===== src/rtl/prog_mem_pkg.sv =====
// Shared types and constants for the program-memory refill controller.
package prog_mem_pkg;

  localparam int ADDR_W = 10;
  localparam int DATA_W = 32;
  localparam int LINE_W = 8;
  localparam int IDX_W  = $clog2(LINE_W);

  typedef enum logic [1:0] {
    ST_IDLE,
    ST_DEMAND,
    ST_PREFETCH,
    ST_DRAIN
  } state_t;

  // Clears the word-index bits, giving the base address of the enclosing line.
  function automatic logic [ADDR_W-1:0] line_base(input logic [ADDR_W-1:0] addr);
    return {addr[ADDR_W-1:IDX_W], {IDX_W{1'b0}}};
  endfunction

endpackage


===== src/rtl/prog_mem_refill_ctrl_line_tag.sv =====
// Base/valid tag for one cache bank with a combinational line-match output.
module line_tag
  import prog_mem_pkg::*;
(
  input  logic              clk,
  input  logic              Reset,
  input  logic              i_load,
  input  logic              i_clr,
  input  logic              i_set,
  input  logic [ADDR_W-1:0] i_base,
  input  logic [ADDR_W-1:0] i_addr,
  output logic [ADDR_W-1:0] o_base,
  output logic              o_valid,
  output logic              o_match
);

  logic [ADDR_W-1:0] r_base;
  logic              r_valid;

  // Tag update: a load replaces the base and invalidates, and a clear beats a set.
  // NOTE: sequential state uses non-blocking assignments so every flop samples pre-edge values.
  always_ff @(posedge clk) begin
    if (Reset) begin
      r_base  <= '0;
      r_valid <= 1'b0;
    end else if (i_load) begin
      r_base  <= i_base;
      r_valid <= 1'b0;
    end else if (i_clr) begin
      r_valid <= 1'b0;
    end else if (i_set) begin
      r_valid <= 1'b1;
    end
  end

  assign o_base  = r_base;
  assign o_valid = r_valid;
  assign o_match = r_valid && (i_addr[ADDR_W-1:IDX_W] == r_base[ADDR_W-1:IDX_W]);

endmodule


===== src/rtl/prog_mem_refill_ctrl.sv =====
// Ping-pong instruction bank controller: demand fills, sequential prefetch,
// bank switching and a single-outstanding req/ack path to program RAM.
module prog_mem_refill_ctrl
  import prog_mem_pkg::*;
(
  input  logic              clk,
  input  logic              Reset,
  input  logic              i_fetch_valid,
  input  logic [ADDR_W-1:0] i_fetch_addr,
  output logic              o_hit,
  output logic              o_stall,
  output logic              o_rd_bank,
  output logic [IDX_W-1:0]  o_rd_idx,
  output logic              o_active_bank,
  output logic              o_mem_req,
  output logic [ADDR_W-1:0] o_mem_addr,
  input  logic              i_mem_ack,
  input  logic [DATA_W-1:0] i_mem_rdata,
  output logic              o_wr_en,
  output logic              o_wr_bank,
  output logic [IDX_W-1:0]  o_wr_idx,
  output logic [DATA_W-1:0] o_wr_data
);

  state_t            r_state, w_next_state;
  logic              r_active;
  logic              r_mem_req;
  logic [ADDR_W-1:0] r_mem_addr;
  logic              r_wr_bank;
  logic [IDX_W-1:0]  r_wr_idx;

  logic [ADDR_W-1:0] w_base [2];
  logic [1:0]        w_valid, w_match;
  logic [1:0]        w_load, w_clr, w_set;
  logic [ADDR_W-1:0] w_load_base;

  logic              w_toggle, w_start_fill, w_fill_bank, w_advance, w_end_fill;
  logic [ADDR_W-1:0] w_fill_addr;

  line_tag u_tag0 (
    .clk(clk), .Reset(Reset), .i_load(w_load[0]), .i_clr(w_clr[0]), .i_set(w_set[0]),
    .i_base(w_load_base), .i_addr(i_fetch_addr),
    .o_base(w_base[0]), .o_valid(w_valid[0]), .o_match(w_match[0])
  );

  line_tag u_tag1 (
    .clk(clk), .Reset(Reset), .i_load(w_load[1]), .i_clr(w_clr[1]), .i_set(w_set[1]),
    .i_base(w_load_base), .i_addr(i_fetch_addr),
    .o_base(w_base[1]), .o_valid(w_valid[1]), .o_match(w_match[1])
  );

  // Views of the two banks relative to the switching pointer.
  logic              w_hit_act, w_hit_ina, w_act_valid, w_ina_valid;
  logic [ADDR_W-1:0] w_act_base, w_ina_base, w_miss_base, w_pf_base, w_swap_base;
  logic              w_ack, w_last, w_pf_line, w_miss, w_pf_done, w_seq_swap, w_swap, w_start_pf;

  assign w_hit_act   = r_active ? w_match[1] : w_match[0];
  assign w_hit_ina   = r_active ? w_match[0] : w_match[1];
  assign w_act_valid = r_active ? w_valid[1] : w_valid[0];
  assign w_ina_valid = r_active ? w_valid[0] : w_valid[1];
  assign w_act_base  = r_active ? w_base[1]  : w_base[0];
  assign w_ina_base  = r_active ? w_base[0]  : w_base[1];
  assign w_miss_base = line_base(i_fetch_addr);
  assign w_pf_base   = w_act_base + ADDR_W'(LINE_W);
  assign w_swap_base = w_ina_base + ADDR_W'(LINE_W);

  assign o_hit     = |w_match;
  assign o_stall   = i_fetch_valid && !o_hit;
  assign o_rd_bank = w_hit_act ? r_active : ~r_active;
  assign o_rd_idx  = i_fetch_addr[IDX_W-1:0];

  assign w_ack     = i_mem_ack && r_mem_req;
  assign w_last    = w_ack && (r_wr_idx == IDX_W'(LINE_W - 1));
  // A fetch into the line being prefetched waits for it instead of aborting it.
  assign w_pf_line = (r_state == ST_PREFETCH) &&
                     (i_fetch_addr[ADDR_W-1:IDX_W] == w_ina_base[ADDR_W-1:IDX_W]);
  assign w_miss    = i_fetch_valid && !o_hit && !w_pf_line;
  assign w_pf_done = (r_state == ST_PREFETCH) && w_last;
  // Completion counts as valid so a same-cycle line-end fetch still swaps.
  assign w_seq_swap = w_hit_act && (o_rd_idx == IDX_W'(LINE_W - 1)) &&
                      (w_ina_valid || w_pf_done) && (w_ina_base == w_pf_base);
  assign w_swap     = i_fetch_valid && (w_seq_swap || w_hit_ina);
  // Prefetch only once there is an active line to continue from.
  assign w_start_pf = w_act_valid && !w_ina_valid;

  // State register.
  always_ff @(posedge clk) begin
    if (Reset) r_state <= ST_IDLE;
    else       r_state <= w_next_state;
  end

  // Next-state logic.
  // NOTE: every always_comb output gets a default first so no path can infer a latch.
  always_comb begin
    w_next_state = r_state;
    unique case (r_state)
      ST_IDLE: begin
        if (w_miss)                      w_next_state = ST_DEMAND;
        else if (w_swap || w_start_pf)   w_next_state = ST_PREFETCH;
      end
      ST_DEMAND: if (w_last) w_next_state = ST_IDLE;
      ST_PREFETCH: begin
        if (w_miss)      w_next_state = w_ack ? ST_DEMAND : ST_DRAIN;
        else if (w_swap) w_next_state = ST_PREFETCH;
        else if (w_last) w_next_state = ST_IDLE;
      end
      ST_DRAIN: if (w_ack) w_next_state = ST_DEMAND;
      default: w_next_state = ST_IDLE;
    endcase
  end

  // Per-state commands to the tags and the RAM request datapath.
  always_comb begin
    w_load       = '0;
    w_clr        = '0;
    w_set        = '0;
    w_load_base  = w_miss_base;
    w_toggle     = 1'b0;
    w_start_fill = 1'b0;
    w_fill_addr  = w_miss_base;
    w_fill_bank  = r_active;
    w_advance    = 1'b0;
    w_end_fill   = 1'b0;
    unique case (r_state)
      ST_IDLE: begin
        if (w_miss) begin
          w_load[r_active]  = 1'b1;
          w_clr[~r_active]  = 1'b1;
          w_start_fill      = 1'b1;
        end else if (w_swap) begin
          w_toggle          = 1'b1;
          w_load[r_active]  = 1'b1;
          w_load_base       = w_swap_base;
          w_start_fill      = 1'b1;
          w_fill_addr       = w_swap_base;
        end else if (w_start_pf) begin
          w_load[~r_active] = 1'b1;
          w_load_base       = w_pf_base;
          w_start_fill      = 1'b1;
          w_fill_addr       = w_pf_base;
          w_fill_bank       = ~r_active;
        end
      end
      ST_DEMAND: begin
        if (w_ack) begin
          w_advance = 1'b1;
          if (w_last) begin
            w_set[r_wr_bank] = 1'b1;
            w_end_fill       = 1'b1;
          end
        end
      end
      ST_PREFETCH: begin
        if (w_miss) begin
          // With an ack in hand the request can retarget at once; otherwise drain it.
          w_load[r_active] = 1'b1;
          w_clr[~r_active] = 1'b1;
          w_start_fill     = w_ack;
        end else if (w_swap) begin
          w_set[r_wr_bank] = 1'b1;
          w_toggle         = 1'b1;
          w_load[r_active] = 1'b1;
          w_load_base      = w_swap_base;
          w_start_fill     = 1'b1;
          w_fill_addr      = w_swap_base;
        end else if (w_ack) begin
          w_advance = 1'b1;
          if (w_last) begin
            w_set[r_wr_bank] = 1'b1;
            w_end_fill       = 1'b1;
          end
        end
      end
      ST_DRAIN: begin
        // Track the most recent miss so the demand fill targets it.
        if (i_fetch_valid) w_load[r_active] = 1'b1;
        if (w_ack) begin
          w_start_fill = 1'b1;
          w_fill_addr  = i_fetch_valid ? w_miss_base : w_act_base;
        end
      end
      default: ;
    endcase
  end

  // Registered RAM request, fill pointer and bank switch.
  always_ff @(posedge clk) begin
    if (Reset) begin
      r_active   <= 1'b0;
      r_mem_req  <= 1'b0;
      r_mem_addr <= '0;
      r_wr_bank  <= 1'b0;
      r_wr_idx   <= '0;
    end else begin
      if (w_toggle) r_active <= ~r_active;
      if (w_start_fill) begin
        r_mem_req  <= 1'b1;
        r_mem_addr <= w_fill_addr;
        r_wr_bank  <= w_fill_bank;
        r_wr_idx   <= '0;
      end else if (w_advance) begin
        r_mem_addr <= r_mem_addr + 1'b1;
        r_wr_idx   <= r_wr_idx + 1'b1;
        if (w_end_fill) r_mem_req <= 1'b0;
      end
    end
  end

  assign o_active_bank = r_active;
  assign o_mem_req     = r_mem_req;
  assign o_mem_addr    = r_mem_addr;
  assign o_wr_en       = w_ack && (r_state != ST_DRAIN);
  assign o_wr_bank     = r_wr_bank;
  assign o_wr_idx      = r_wr_idx;
  assign o_wr_data     = i_mem_rdata;

endmodule


===== config.mk =====
export PLATFORM = sky130hd
export DESIGN_NAME = prog_mem_refill_ctrl
export DESIGN_NICKNAME = d
export VERILOG_FILES = /design/src/rtl/prog_mem_pkg.sv /design/src/rtl/prog_mem_refill_ctrl_line_tag.sv /design/src/rtl/prog_mem_refill_ctrl.sv
export SDC_FILE = /design/constraint.sdc
export NUM_CORES = 1
export LEC_CHECK = 0
export CAP_MARGIN = 25
export CORE_UTILIZATION = 54
export DETAILED_ROUTE_END_ITERATION = 10
export GPL_ROUTABILITY_DRIVEN = 0
export PLACE_DENSITY = 0.87
export SYNTH_ARGS = -nofsm -noshare
export SYNTH_HDL_FRONTEND = slang
export SYNTH_SLANG_ARGS = --single-unit

===== constraint.sdc =====
create_clock -name clk -period 9.3 [get_ports clk]
set_input_delay 1.86 -clock clk [delete_from_list [all_inputs] [get_ports clk]]
set_output_delay 1.86 -clock clk [all_outputs]
set_load 0.02 [all_outputs]

# After elaboration in Yosys (flattened, before gate mapping)
# Index checks and enable logic that the tools add are counted.
# word_totals
inputBits,46
word_cells,136
regBits,40
# classes
n_eq_ne,12
addsub,4
bitwise_logic,1
magnitude_cmp,6
muxes,70
reduce_logical,33
# op_table
op,count
$mux 10,11
$mux 2,19
$pmux 10 s3,1
$mux 1,29
$eq 7x7->1,3
$add 10x4->10 const B,2
$pmux 10 s2,1
$logic_and 1x1->1,17
$add 10x1->10 const B,1
$eq 10x10->1,1
$pmux 2 s4,1
$eq 3x3->1 const B,2
$lt 1x2->1 const B,3
$pmux 2 s3,1
$reduce_or 2->1,3
$reduce_or 3->1,2
$eq 2x2->1 const B,2
$ne 2x2->1 const B,2
$pmux 1 s2,2
$pmux 2 s2,1
$reduce_and 2->1,2
$reduce_bool 2->1,2
$add 3x1->3 const B,1
$demux 1 s1,3
8 further kinds,14

# Depth between registers and ports, before layout
# depth
depth_word,14
depth_mapped,17
depth_no_buf,12

# Hierarchy
# From an unflattened synthesis, not the netlist that was laid out.
# unflattened
hier_cells,478
hier_area_um2,3824.9
# modules_own_cells
mod,cells_each,area_each_um2,instances
prog_mem_refill_ctrl,388,2889.0,1
line_tag,45,467.9,2

# Worst setup path before layout
# Ideal clock, no wire load.
# synth_path
path_kind,input -> output
startpoint,input port i_fetch_addr[3]
endpoint,output port o_rd_bank
path_stages,5
path_slack_ps,4547
arrival_ps,2893
path_buffers,1
cell_sequence,clkbuf_1 xnor2_1 nand4_1 o21ai_0 o21a_1
# synth_via
elab_chain_cells,4
# synth_lines
item,line,source
"start, declared",prog_mem_refill_ctrl.sv:9,"input logic [ADDR_W-1:0] i_fetch_addr,"
$eq 7x7->1,prog_mem_refill_ctrl_line_tag.sv:38,assign o_match = r_valid && (i_addr[ADDR_W-1:IDX_W] == r_base[ADDR_W-1:IDX_W]);
$logic_and 1x1->1,prog_mem_refill_ctrl_line_tag.sv:38,
$mux 1 *,prog_mem_refill_ctrl.sv:57,assign w_hit_act = r_active ? w_match[1] : w_match[0];
$mux 1 *,prog_mem_refill_ctrl.sv:69,assign o_rd_bank = w_hit_act ? r_active : ~r_active;
"end, declared",prog_mem_refill_ctrl.sv:12,"output logic o_rd_bank,"
# Mark *: on every way between the ends. The rest lies on a longest branch, timed or not.

# Worst setup path after layout
# layout_path
startpoint,input port i_fetch_addr[3]
endpoint,output port o_stall
# layout_via
elab_chain_cells,5
# layout_lines
item,line,source
$eq 7x7->1,prog_mem_refill_ctrl_line_tag.sv:38,
$logic_and 1x1->1,prog_mem_refill_ctrl_line_tag.sv:38,
$reduce_or 2->1 *,prog_mem_refill_ctrl.sv:67,assign o_hit = |w_match;
$logic_not 1->1 *,prog_mem_refill_ctrl.sv:68,assign o_stall = i_fetch_valid && !o_hit;
$logic_and 1x1->1 *,prog_mem_refill_ctrl.sv:68,
"end, declared",prog_mem_refill_ctrl.sv:11,"output logic o_stall,"
# Marks and branches as above.

==> flow_metrics.py <==
metrics = {
    "outcome": {
        "status": "finished, final reports clean",
    },
    "critical_path": {
        "critPathSlowestCell": "clkdlybuf4s50_1",
        "end_kind": "primary output",
        "max_stage_delay_ns": 0.72,
        "critPathTopFamily": "buffers and inverters",
        "critPathLaunchType": "primary input",
        "crit_buf_inv": 2,
        "crit_top_cell": "clkdlybuf4s50_1",
        "timing.rr.start": "o_active_bank",
        "regToRegSetupSlack_ns": 4.30,
        "critPathRequiredTime_ns": 7.44,
        "cp.arrival_ns": 3.98,
        "critPathMaxFanout": 10,
        "criticalPathCategory": "in2out",
        "r2r_cells": 12,
        "cp_cell_sequence": "clkdlybuf4s50_1 -> xnor2_1 -> nand4_1 -> o221a_2 -> clkdlybuf4s50_1",
        "reg2reg_to": "o_mem_addr[5]",
    },
    "yosys": {
        "synth-compound-area-share_pct": 25.27,
        "postSynthAreaPerCell_sq_um": 7.863,
        "synth_cell_types": 74,
        "synthAdderAreaFrac_pct": 3.501,
        "seq_area_frac_synth_pct": 20.37,
        "synth-xor-area-share_pct": 11.81,
        "synthMostInstantiatedCell": "nor2_1",
        "synth_area_sq_um": 3931,
        "yosysTopAreaCellShare_pct": 20.37,
        "synth_top_cell_by_area": "dfxtp_1",
        "synth_ff_type": "dfxtp_1",
        "synth_cells": 500,
        "synthArstFlopShare_pct": 0,
        "muxShareOfSynthArea_pct": 8.275,
        "synthTopCellsByArea": "dfxtp_1 20%, xnor2_1 8.7%, buf_4 6.7%",
        "synth_top_family_by_area": "compound AO/OA/AOI/OAI gates",
        "ys.warnings.count": 0,
        "synth_edf_count": 0,
        "syn_nets": 557,
        "yosys.area_share.simple_pct": 17.47,
        "ys_ff_latch": 40,
        "synth_commonest_cells": "43 x nor2_1, 40 x dfxtp_1, 39 x xnor2_1, 35 x buf_4, 35 x nand2_1",
    },
    "job": {
        "cap_violations": 0,
    },
    "clocking": {
        "clk_pin_slew_ns": 0.10,
        "htreeDepth": 2,
        "cts_tree": "built",
        "clockBufferDepth": 2,
        "clkSinkCount": 40,
        "cts_resized": 0,
        "hold_buffers": 0,
        "cts_buffers": 5,
        "cts_root_buffer": "clkbuf_8",
        "post_cts_buffers": 0,
        "clk_latency_ns": 0.31,
    },
    "placed_design": {
        "pre_cts_ws_ns": 3.490,
        "place_area_sq_um": 3973,
        "numPortBuffers": 36,
        "dp_hpwl_microns": 8047,
    },
    "global_route": {
        "antenna_found_initial": 0,
        "use_met1_pct": 38.57,
        "grtUsageMet2_pct": 47.80,
        "grt_usage_pct": 30.45,
        "grt_max_degree": 41,
        "busiest_layer": "met2",
        "grt_pass1_vias": 3570,
        "grt_overflow": 0,
        "met3_usage_pct": 7.962,
        "grt_pass1_wl_microns": 18050,
    },
    "timing": {
        "setup-tns-final_ns": 0,
        "tightest_slew_ns": 1.096,
        "finalCritPeriodShare_pct": 62.81,
        "setup_ws_ns": 3.459,
        "skew_ns": 0.01580,
        "hold_violations": 0,
        "relSlewSlack_pct": 26.91,
        "max_freq_ghz": 0.1712,
        "setup_viol": 0,
        "rsz0062_at_grt": "false",
        "whs_ns": 0.5100,
        "finalCriticalPeriod_ns": 5.841,
        "slew_violations": 0,
    },
    "pwr": {
        "power_density_nw_per_um2": 218.8,
        "leakage_nw": 1.335,
        "design_power_total_uw": 895.3,
        "ir_drop_mv": 0.1177,
    },
    "cells_and_area": {
        "antennaDiodeCount": 0,
        "fill_cells": 632,
        "layout-drive-gt1-share_pct": 8.475,
        "area_growth_pct": 4.074,
        "fin_nets": 528,
        "final_cell_area_sq_um": 4091,
    },
    "routing": {
        "drc": 0,
        "routed_via_density": 6.783,
        "drt_iter0_markers": 716,
        "postRouteAntennaNets": 0,
        "vias": 3853,
        "drt-total-wl_microns": 11290,
        "wl_per_cell_microns": 19.88,
        "drt-pass1-iter-count": 6,
    },
    "min_path": {
        "hold-path-endpoint": "r_state[0]",
        "holdPathStages": 2,
        "hold_start": "r_state[0]",
        "hold_class": "reg2reg",
    },
    "die": {
        "die_area_sq_um": 7626,
        "core_sq_um": 6907,
        "start_util_pct": 56.92,
        "die_h_microns": 87.33,
        "die-width_microns": 87.33,
        "num_rows": 30,
        "ioPinCount": 101,
    },
}
## power breakdown
part	switching, mW	total (mW)	leakage, nW	internal, mW
sequential	0.0605	0.268	0.326	0.207
clock	0.0700	0.150	0.0541	0.0795
combinational	0.293	0.478	0.955	0.185
## cell usage in the layout (no fill, tap or decap), drive strengths merged, types with 6 or more instances in the layout
cell type and n:
nor2 43, o21ai 25, dfxtp 40, nand2 36, a211oi 17, xor2 14
o211ai 7, mux2i 24, a21oi 24, clkdlybuf4s50 36, inv 16, xnor2 39
nor4 6, nand3 15, nand4 10, nor3 9, ha 11
## layer usage
layer,vias up,share of wire (%)
li1,1718,-
met1,1760,37
met2,309,44
met3,66,14
met4,0,4.8
met5,-,0
## flip-flops by register name, summed over array words and instances, names as in the netlist
name            flops
o_active_bank       1
o_mem_addr         10
o_mem_req           1
o_wr_bank           1
o_wr_idx            3
r_state             2
u_tag0.o_base      10
u_tag0.o_valid      1
u_tag1.o_base      10
u_tag1.o_valid      1
## stage by stage
| stage | cells | utilization, % |
|---|---|---|
| floorplan | 500 | - |
| detailed placement | 559 | 57.52 |
| global placement | 559 | 57.52 |
| finish | 568 | 59.24 |
| CTS | 567 | 59.13 |
| global route | 568 | 59.24 |
## how the worst max path moves through the flow
stage	cells past startpoint	slack (ns)	start	endpoint
global placement	5	3.59	i_fetch_addr[3]	o_stall
detailed placement	5	3.49	i_fetch_addr[3]	o_stall
CTS	5	3.48	i_fetch_addr[3]	o_stall
finish	5	3.46	i_fetch_addr[3]	o_stall
floorplan	5	4.55	i_fetch_addr[3]	o_rd_bank
global route	6	3.32	i_fetch_addr[3]	o_rd_bank
## final cells by class
cell class                      instances  area [sq um]  area share [%]
Timing Repair Buffer                   40         390.4           9.541
Clock buffer                            5         68.82           1.682
Sequential cell                        40         802.0           19.60
Tap cell                               96         120.1           2.936
Multi-Input combinational cell        368          2608           63.73
Inverter                               16         60.06           1.468
Clock inverter                          3         42.54           1.040
## tightest hold or removal path, cell delays in order, from the launching register on
cell,delay (ns)
dfxtp_1,0.35
nand2_1,0.06
a21oi_1,0.05
## cell families (layout without fill, tap and decap cells)
logic type | after synthesis | in the layout
xor gates and xnor gates | 53 | 53
muxes | 29 | 29
adders and majority gates | 11 | 11
DFF | 40 | 40
buffers and inverters | 92 | 64
AOI/OAI and AO/OA | 135 | 135
and+or+nand+nor | 140 | 140
(Power assumes the default switching activity.)
==> RTL change: new RTL, config.mk and constraints unchanged <==
Reset style: asynchronous (`Reset`), changed in 3 clocked blocks.
--- a/src/rtl/prog_mem_refill_ctrl_line_tag.sv
+++ b/src/rtl/prog_mem_refill_ctrl_line_tag.sv
@@ -19,7 +19,7 @@
 
   // Tag update: a load replaces the base and invalidates, and a clear beats a set.
   // NOTE: sequential state uses non-blocking assignments so every flop samples pre-edge values.
-  always_ff @(posedge clk) begin
+  always_ff @(posedge clk or posedge Reset) begin
     if (Reset) begin
       r_base  <= '0;
       r_valid <= 1'b0;
--- a/src/rtl/prog_mem_refill_ctrl.sv
+++ b/src/rtl/prog_mem_refill_ctrl.sv
@@ -84,7 +84,7 @@
   assign w_start_pf = w_act_valid && !w_ina_valid;
 
   // State register.
-  always_ff @(posedge clk) begin
+  always_ff @(posedge clk or posedge Reset) begin
     if (Reset) r_state <= ST_IDLE;
     else       r_state <= w_next_state;
   end
@@ -184,7 +184,7 @@
   end
 
   // Registered RAM request, fill pointer and bank switch.
-  always_ff @(posedge clk) begin
+  always_ff @(posedge clk or posedge Reset) begin
     if (Reset) begin
       r_active   <= 1'b0;
       r_mem_req  <= 1'b0;
Check against the original RTL: differs if Reset is asserted again (counterexample within 4 cycles, from zero or initial values and one cycle with Reset high); with Reset held inactive, the same outputs for 10 cycles.
==> RTL change against the original RTL <==
Synthesized area up 1.6%. Final area up 2.2%. Utilization up 0.67 points. Setup slack worse by 340 ps. Worst hold slack better by 52 ps. Sequential cell count unchanged. Power up 7.8%. Wire length down 7.3%. Critical path type unchanged. Largest power group unchanged. Highest routed layer unchanged.
==> RTL change: results (changes against the original RTL) <==
{| class="wikitable"
! Metric !! Value
|-
| CTS clock-pin slew for the worst setup and hold paths || 80 ps (-20 ps)
|-
| Total length of routed wires || 10.5 mm (-7.3%)
|-
| Number of nets in the final layout || 496 (-6.1%)
|-
| Main flop type after synthesis || sky130_fd_sc_hd__dfrtp_1
|-
| Top post-synthesis cells by area || sky130_fd_sc_hd__dfrtp_1 (25%), sky130_fd_sc_hd__buf_4 (7.1%), sky130_fd_sc_hd__xnor2_1 (6.8%)
|-
| Initial antenna violation count || 0 (unchanged)
|-
| Fraction of synthesis flops using an asynchronous set or reset pin || 100% (+100 points)
|-
| Launch point of the worst hold path || o_wr_idx[2]
|-
| P_sw || 0.000440 W (+3.7%)
|-
| Post-CTS resize count || 0 (unchanged)
|-
| DRC marker count from the first detailed-route iteration || 435 (-39%)
|-
| Worst Hold Class || register to register
|-
| Yosys cell types || 64 (-14%)
|-
| Total CTS buffers || 5 (unchanged)
|-
| Wire length of the first global-routing pass || 17.1 mm (-5.5%)
|-
| Number of setup buffers added after CTS || 0 (unchanged)
|-
| Multi-input gate area || 0.00252 mm² (-3.5%)
|-
| Data arrival at the endpoint of the critical path || 4320 ps (+340 ps)
|-
| Number of nets produced by synthesis || 516 (-7.4%)
|-
| Layout cell share with drive strength beyond 1 || 8.64% (+0.16 points)
|-
| Post-synthesis sequential area ratio || 25.1% (+4.7 points)
|-
| Antenna Diode Count || 0 (unchanged)
|-
| Clock buffer depth || 2 (unchanged)
|-
| Top cells by instance count after synthesis || sky130_fd_sc_hd__dfrtp_1 (40), sky130_fd_sc_hd__buf_4 (38), sky130_fd_sc_hd__xnor2_1 (31), sky130_fd_sc_hd__nand2_1 (26)
|-
| Pin count of the biggest net entering global routing || 42 (+2.4%)
|-
| Slowest stage delay, CP || 820 ps (+100 ps)
|-
| Worst slew slack as a fraction of its limit || 36.0% (+9.1 points)
|-
| Crit Reg-Reg Startpoint || o_active_bank
|-
| FILL cells || 620 (-1.9%)
|-
| Worst supply voltage drop on vdd || 0.0000802 V (-32%)
|-
| Worst setup SP type || input pin
|-
| Global-route usage over all layers || 29.0% (-1.4 points)
|-
| Drt first pass iters || 5 (-1)
|-
| Total number of vias || 3536 (-8.2%)
|-
| Count of buffers from port buffering || 36 (unchanged)
|-
| Placed wire-length estimate || 7.64 mm (-5.1%)
|-
| Clock tree root buffer cell || sky130_fd_sc_hd__clkbuf_8
|-
| Outcome || completed
|-
| Worst path slowest cell || sky130_fd_sc_hd__clkdlybuf4s50_1
|-
| Total placed instance area || 0.00407 mm² (+2.4%)
|-
| Largest fanout on the critical path || 13 (+3)
|-
| Number of warning messages in the yosys log || 0 (unchanged)
|-
| Worst setup path startpoint || i_fetch_valid
|-
| Number of H-tree levels || 2 (unchanged)
|-
| Reported leakage power || 1.65 nW (+24%)
|-
| Final setup skew || 11.1 ps (-4.71 ps)
|-
| Clock insertion delay at the later pin of the skew report || 300 ps
|}
-- RTL change: changes by cell type after synthesis, moves of 9 or more --
| cell | change |
|---|---|
| sky130_fd_sc_hd__dfrtp_1 | +40 |
| sky130_fd_sc_hd__nand2_1 | -9 |
| sky130_fd_sc_hd__a211oi_1 | -10 |
| sky130_fd_sc_hd__nor2_1 | -18 |
| sky130_fd_sc_hd__dfxtp_1 | -40 |
| sky130_fd_sc_hd__xor2_1 | +11 |
| sky130_fd_sc_hd__clkbuf_1 | -15 |
-- RTL change: layer usage --
layer | routed length (µm) | track usage (%)
met4 | 635 | 21.3
met3 | 958 | 3.68
met5 | 0 | 0
met2 | 4780 | 44.5
met1 | 4090 | 37.6
-- RTL change: cells by family after synthesis --
kind of cell             synth area share (%)
flip-flops                               25.1
XOR/XNOR                                 12.3
AO/OA/AOI/OAI                            17.6
buffers and inverters                    11.9
AND/OR/NAND/NOR                          17.1
multiplexers                             12.6
adder cells (fa/ha/maj)                  3.45
-- RTL change: per-stage QoR --
step                setup WS [ps]  cells  total power, W
finish                       3120    536        0.000965
CTS                          3160    536        0.000958
global route                 2920    536         0.00103
global placement             3230    528        0.000792
detailed placement           3200    528        0.000806
floorplan                    4360    459        0.000684
-- RTL change: final timing paths --
path	endpoint	depth (start not counted)	slack (ps)
max	o_stall	5	3120
min	o_wr_idx[2]	2	560
max reg2reg	o_wr_bank	13	4840
min reg2reg	o_wr_idx[2]	2	560
max in group asynchronous	u_tag1.o_base[6]	3	6940
min in group asynchronous	o_wr_idx[1]	3	1990
-- RTL change: cell type report --
type                    instances  area share (%)
clock inverters                 3            1.14
flip-flops and latches         40            23.9
multi-input cells             341            60.2
clock buffers                   5            1.65
well taps                      96            2.87
repair buffers                 39            9.15
inverters                      12            1.08
-- RTL change: power groups by stage --
stage	clock [W]	combinational (W)	sequential, W
finish	0.000149	0.000537	0.000279
floorplan	0	0.000404	0.000280
global route	0.000158	0.000582	0.000286
global placement	0	0.000515	0.000277
detailed placement	0	0.000526	0.000279
CTS	0.000152	0.000529	0.000276
-- RTL change: worst max-delay path, delay by kind of cell --
| kind | cells | cell delay [ps] |
|---|---|---|
| AND/OR/NAND/NOR | 1 | 540 |
| buffers and inverters | 4 | 1920 |
